`src/rtl/ifetch_queue.sv`:
```
// rtl/ifetch_queue.sv - instruction fetch front end with prefetch FIFO and redirect flush
// Optional: define IFETCH_STALL_CNT_EN to add the saturating stall_cnt output.
module ifetch_queue #(
  parameter int          DEPTH    = 4,
  parameter logic [31:0] RESET_PC = 32'h0000_0000
) (
  input  logic                     clk,
  input  logic                     reset,
  output logic [31:0]              imem_a,
  input  logic [31:0]              imem_rd,
  input  logic                     fetch_en,
  input  logic                     redirect_valid,
  input  logic [31:0]              redirect_pc,
  output logic                     inst_valid,
  output logic [31:0]              inst,
  output logic [31:0]              inst_pc,
  input  logic                     inst_ready,
  output logic [$clog2(DEPTH):0]   count
`ifdef IFETCH_STALL_CNT_EN
  ,
  output logic [31:0]              stall_cnt
`endif
);

  localparam int AW = $clog2(DEPTH);
  localparam int CW = AW + 1;
  localparam logic [CW-1:0] FULL_CNT = CW'(DEPTH);

  logic [31:0]   fetch_pc;
  logic [31:0]   pc_mem   [DEPTH];
  logic [31:0]   word_mem [DEPTH];
  logic [AW-1:0] rd_ptr;
  logic [AW-1:0] wr_ptr;
  logic          full;
  logic          pop;
  logic          push;

  assign imem_a     = fetch_pc;
  assign full       = (count == FULL_CNT);
  assign inst_valid = (count != '0) & ~redirect_valid;
  assign pop        = inst_valid & inst_ready;
  // A full FIFO still accepts a push when the head leaves in the same cycle.
  assign push       = fetch_en & ~redirect_valid & (~full | pop);
  assign inst       = word_mem[rd_ptr];
  assign inst_pc    = pc_mem[rd_ptr];

  always_ff @(posedge clk) begin
    if (reset) begin
      fetch_pc <= RESET_PC;
      rd_ptr   <= '0;
      wr_ptr   <= '0;
      count    <= '0;
      for (int i = 0; i < DEPTH; i++) begin
        pc_mem[i]   <= '0;
        word_mem[i] <= '0;
      end
    end else if (redirect_valid) begin
      count    <= '0;
      rd_ptr   <= wr_ptr;
      fetch_pc <= {redirect_pc[31:2], 2'b00};
    end else begin
      if (push) begin
        pc_mem[wr_ptr]   <= fetch_pc;
        word_mem[wr_ptr] <= imem_rd;
        wr_ptr           <= wr_ptr + AW'(1);
        fetch_pc         <= fetch_pc + 32'd4;
      end
      if (pop) begin
        rd_ptr <= rd_ptr + AW'(1);
      end
      if (push && !pop) begin
        count <= count + CW'(1);
      end else if (pop && !push) begin
        count <= count - CW'(1);
      end
    end
  end

`ifdef IFETCH_STALL_CNT_EN
  always_ff @(posedge clk) begin
    if (reset) begin
      stall_cnt <= '0;
    end else if (fetch_en && !redirect_valid && full && !pop && stall_cnt != 32'hFFFF_FFFF) begin
      stall_cnt <= stall_cnt + 32'd1;
    end
  end
`endif

endmodule

```
`config.mk`:
```
export PLATFORM = sky130hd
export DESIGN_NAME = ifetch_queue
export DESIGN_NICKNAME = d
export VERILOG_FILES = /design/src/rtl/ifetch_queue.sv
export SDC_FILE = /design/constraint.sdc
export NUM_CORES = 1
export LEC_CHECK = 0
export ABC_AREA = 1
export CAP_MARGIN = 0
export CORE_UTILIZATION = 55
export CTS_BUF_LIST = sky130_fd_sc_hd__clkbuf_4 sky130_fd_sc_hd__clkbuf_8
export DETAILED_ROUTE_END_ITERATION = 12
export DONT_BUFFER_PORTS = 1
export PLACE_DENSITY = 0.7
export SYNTH_ARGS = -nofsm -noshare
export SYNTH_HDL_FRONTEND = slang
export SYNTH_SLANG_ARGS = --single-unit
```
`constraint.sdc`:
```
create_clock -name clk -period 10.15 [get_ports clk]
set_input_delay 1.5225 -clock clk [delete_from_list [all_inputs] [get_ports clk]]
set_output_delay 1.5225 -clock clk [all_outputs]
set_load 0.02 [all_outputs]
```
### Word level (Yosys, flattened, before mapping)

Memories as Yosys holds them, arrays and structs flattened. A register that Yosys moved wholly into a read port is not among the register bits.
Cells that the tools add are included.

| word-level totals | value |
|---|---|
| flip-flop bits (word level) | 39 |
| memory bits (writable) | 256 |
| output and inout bits | 100 |
| logic and storage cells | 54 |
| memories kept | 2 |

Memories:

| memory | words | bits a word | rd ports | clocked after memory_dff | write ports | RTL line | source |
|---|---|---|---|---|---|---|---|
| pc_mem | 4 | 32 | 1 | 1 | 4 | 30 | `logic [31:0] pc_mem [DEPTH];` |
| word_mem | 4 | 32 | 1 | 1 | 4 | 31 | `logic [31:0] word_mem [DEPTH];` |

| cells by class | value |
|---|---|
| add/sub/neg operators | 5 |
| eq/ne operators | 1 |
| mux-type cells | 22 |
| bitwise operators | 7 |
| reduce and logical (&&, ||, !) cells | 12 |

Operators with widths:

| kind | count |
|---|---|
| 32-bit 2-to-1 mux | 4 |
| 32-bit OR reduction | 2 |
| 32-bit by 3-bit adder with 32-bit output, second input constant | 1 |
| 2-bit 2-to-1 mux | 8 |
| 1-bit 2-to-1 mux | 8 |
| 3-bit 2-to-1 mux | 2 |
| 2-bit nonzero test | 3 |
| 2-bit by 1-bit adder with 2-bit output, second input constant | 2 |
| 1-bit AND | 4 |
| 3-bit by 1-bit adder with 3-bit output, second input constant | 1 |
| 3-bit equality test, second input constant | 1 |
| 3-bit nonzero test | 1 |
| 3-bit by 1-bit subtractor with 3-bit output, second input constant | 1 |
| 1-bit logical AND | 2 |
| 1-bit logical NOT | 2 |
| 1-bit NOT | 2 |
| 2-bit AND reduction | 1 |
| 2-bit OR reduction | 1 |
| 1-bit OR | 1 |

### Depth between registers and ports, before layout

| depth | value |
|---|---|
| word-level depth | 11 |
| depth in mapped cells | 13 |
| mapped depth without buffers | 11 |

### Worst setup path before layout

Ideal clock, no wire load.

| timing | value |
|---|---|
| path type | input to register |
| from | input port redirect_valid |
| to | memory pc_mem[3][10] (enable) |
| arrival | 6.711 ns |
| required time | 9.576 ns |
| slack | 2.865 ns |
| stages on the path | 6 |
| cell sequence | buf_6 -> nor2_1 -> nand2_1 -> buf_6 -> buf_2 -> o31ai_1 |

RTL lines:

| what | RTL line | source |
|---|---|---|
| start, declared | 12 | `input logic redirect_valid,` |
| end, declared | 30 |  |

==> flow_metrics.env <==
export IMPL_worstMarginPinSlew_ns=1.12
export IMPL_post_cts_buffers=0
export IMPL_setup_viol=0
export IMPL_design_portCount=169
export IMPL_p_leak_nw=5.54
export IMPL_cp_slowest_cell="buf_4"
export IMPL_dp_hpwl_um=17300
export IMPL_io_buffers=0
export IMPL_layout_nets=1422
export IMPL_slew_headroom_pct=25.1
export IMPL_clkTransAtPathRegs_ns=0.05
export IMPL_crit_required_ns=8.63
export IMPL_finalCritPeriodShare_pct=44.6
export IMPL_min_path_type="flop to flop"
export IMPL_diodes=0
export IMPL_cts_sinks=287
export IMPL_rsz0062_at_grt="no"
export IMPL_ys_seq_area_share_pct=63.2
export IMPL_cp_depth=4
export IMPL_die_y_um=156
export IMPL_max_stage_delay_ns=0.72
export IMPL_ys_seq_elements=287
export IMPL_p_sw_w=0.000686
export IMPL_crit_buf_inv=2
export IMPL_pwr_share_comb_pct=9.9
export IMPL_avgViaCountPerCell=5.60
export IMPL_grt_pass1_wl_um=49400
export IMPL_cts_tree="built"
export IMPL_maxCapViolations=0
export IMPL_row_count=55
export IMPL_area_growth_pct=8.05
export IMPL_post_cts_resized=0
export IMPL_grt_use_total_pct=26.5
export IMPL_overflow=0
export IMPL_ant_nets=0
export IMPL_grt_pass1_vias=9441
export IMPL_drive_above_1_share_pct=8.36
export IMPL_cp_data_arrival_time_ns=3.01
export IMPL_drt_pre_antenna_iters=5
export IMPL_p_clk_share_pct=37.9
export IMPL_cts_buffers=47
export IMPL_dr_first_iter_drc_count=693
export IMPL_start_util_pct=56.8
export IMPL_status="finished, final reports clean"
export IMPL_slew_violations=0
export IMPL_fmax_mhz=221
export IMPL_crit_path_start_kind="flop"
export IMPL_timing_setup_tns_ns=0
export IMPL_fin_skew_ns=0.0271
export IMPL_crit_chain="clkinv_2, buf_4, o21ai_0, o22ai_1"
export IMPL_dieArea_mm2=0.0243
export IMPL_p_int_w=0.00197
export IMPL_hold_viol_final=0
export IMPL_critPathMaxFanout=75
export IMPL_cp_end_kind="primary output"
export IMPL_die_w_um=156
export IMPL_grt_max_degree=103
export IMPL_htreeDepth=2
export IMPL_routedWlPerCell_um=18.6
export IMPL_antenna_found_initial=0
export IMPL_syn_area_mm2=0.0130
export IMPL_dpl_instance_area_mm2=0.0131
export IMPL_period_needed_ns=4.53
export IMPL_gp_congestion=0.859
export IMPL_syn_inst=1371
export IMPL_p_per_area_mw_per_mm2=189
export IMPL_p_sw_share_pct=25.9
export IMPL_cts_hold_fix_buffers=0
export IMPL_holdWs_ns=0.488
export IMPL_final_cell_area_mm2=0.0141
export IMPL_holdPathStages=2
export IMPL_cts_buffer_depth=3
export IMPL_ff2ff_path_depth=8
export IMPL_root_buffer="clkbuf_8"
export IMPL_drc=0
export IMPL_vdd_drop_max_v=0.000124
export IMPL_pwr_share_seq_pct=52.2
export IMPL_core_mm2=0.0229
export IMPL_crit_family="buffers and inverters"
export IMPL_worstSkewPairLatency_ns=0.54
export IMPL_routed_wirelength_um=31600
export IMPL_crit_type="flop to primary output"
export IMPL_ys_types=36
export IMPL_avgSynthCellArea_um2=9.50
export IMPL_route_vias_total=9527
export IMPL_n_fill_cell=1957
export IMPL_yosysWarnings=0
==> cells in the mapped netlist <==
library cell	n	area (um2)
inv_1	119	447
buf_4	11	82.6
nor3b_1	1	7.51
nand2_4	1	11.3
o22ai_1	62	388
fa_1	1	20.0
edfxtp_1	248	7450
o31ai_1	1	7.51
nand4_1	2	12.5
a31oi_1	2	12.5
and2_1	1	6.26
nand3_1	48	240
xor2_1	6	52.6
dfxtp_1	39	781
nand2_1	200	751
o21bai_1	2	15.0
inv_2	6	22.5
nor2_2	2	12.5
conb_1	1	3.75
nor2_4	4	45.0
ha_1	2	25.0
a211oi_1	1	7.51
buf_2	10	50.1
xnor2_1	1	8.76
clkinv_1	1	3.75
o21ai_1	2	10.0
a21oi_1	21	105
o21ai_0	156	781
o211ai_1	1	7.51
o21a_1	1	7.51
a21boi_0	1	7.51
mux2i_1	1	10.0
nor3_1	8	40.0
buf_6	9	101
nor2_1	346	1300
clkbuf_1	53	199
==> layout by cell type, fill, tap and decap left out, drive strengths merged <==
cell type	netlist	routed
buf	30	10
nor3	8	8
edfxtp	248	248
a31oi	2	2
and2	1	1
fa	1	1
o21a	1	1
ha	2	2
nor2	352	352
a21boi	1	1
o31ai	1	1
nand4	2	2
clkbuf	53	82
o22ai	62	62
o21ai	158	158
xnor2	1	1
mux2i	1	1
xor2	6	6
nand3	48	48
o211ai	1	1
nor3b	1	1
dfxtp	39	39
a21oi	21	21
conb	1	4
a211oi	1	1
o21bai	2	2
clkinv	1	6
inv	125	124
nand2	201	201
==> per-stage QoR <==
stage | power [W] | utilization [%] | instances | setup WS (ns)
finish | 0.00265 | 61.4 | 1700 | 5.62
global route | 0.00275 | 61.4 | 1700 | 5.40
CTS | 0.00267 | 61.4 | 1700 | 5.55
detailed placement | 0.00167 | 57.3 | 1614 | 5.52
global placement | 0.00167 | 57.3 | 1614 | 5.55
floorplan | 0.00161 | - | 1374 | 2.86
==> per-layer routing <==
layer	GRT usage [%]	part of all wire (%)
met2	44.1	47
met3	5.89	8.3
met1	34.7	42
met5	0	0
met4	8.36	2.3
==> sequential cells by signal, summed over array words and instances (netlist names), named ones only <==
name / flops
count: 3
imem_a: 30
pc_mem: 120
rd_ptr: 2
word_mem: 128
wr_ptr: 2
==> area by class of cell <==
cell class | count | area (um2) | share of cell area, %
clock buffer | 82 | 935 | 6.64
clock inverter | 4 | 18.8 | 0.133
inverter | 126 | 474 | 3.37
multi-input combinational | 878 | 3950 | 28.1
sequential | 287 | 8230 | 58.5
tap | 313 | 392 | 2.78
timing repair buffer | 10 | 75.1 | 0.533
==> worst paths after layout <==
| check | from | end | slack (ns) |
|---|---|---|---|
| worst max-delay path | flop | inst_pc[17] | 5.62 |
| worst min register to register | rd_ptr[1]$_SDFFE_PP0N_ | flop | 0.49 |
| worst max register to register | count[0]$_SDFFE_PP0P_ | word_mem[0][31]$_SDFFCE_PN0P_ | 6.49 |
| worst min-delay path | rd_ptr[1]$_SDFFE_PP0N_ | flop | 0.49 |
==> worst min-delay path: stages, from the launching register on <==
cell and delay [ns]:
dfxtp_1 0.31, nand2_1 0.06, a21oi_1 0.07
==> cells by family (layout without fill, tap and decap cells) <==
family / after synthesis / in the layout / share of synthesized area [%]
and+or+nand+nor: 613 / 613 / 18.6
adders and majority gates: 3 / 3 / 0.346
xor gates and xnor gates: 7 / 7 / 0.471
DFF: 287 / 287 / 63.2
AOI/OAI and AO/OA: 250 / 250 / 10.4
buffers and inverters: 209 / 222 / 6.95
other: 1 / 4 / 0.0288
muxes: 1 / 1 / 0.0768
==> power by group through the flow <==
stage / logic, W / clock network [W] / registers [W]
detailed placement: 0.000266 / 0 / 0.00141
finish: 0.000264 / 0.00101 / 0.00138
CTS: 0.000266 / 0.00102 / 0.00138
global placement: 0.000262 / 0 / 0.00141
floorplan: 0.000210 / 0 / 0.00140
global route: 0.000290 / 0.00107 / 0.00139
No activity file was read; power rests on OpenSTA's default activity.
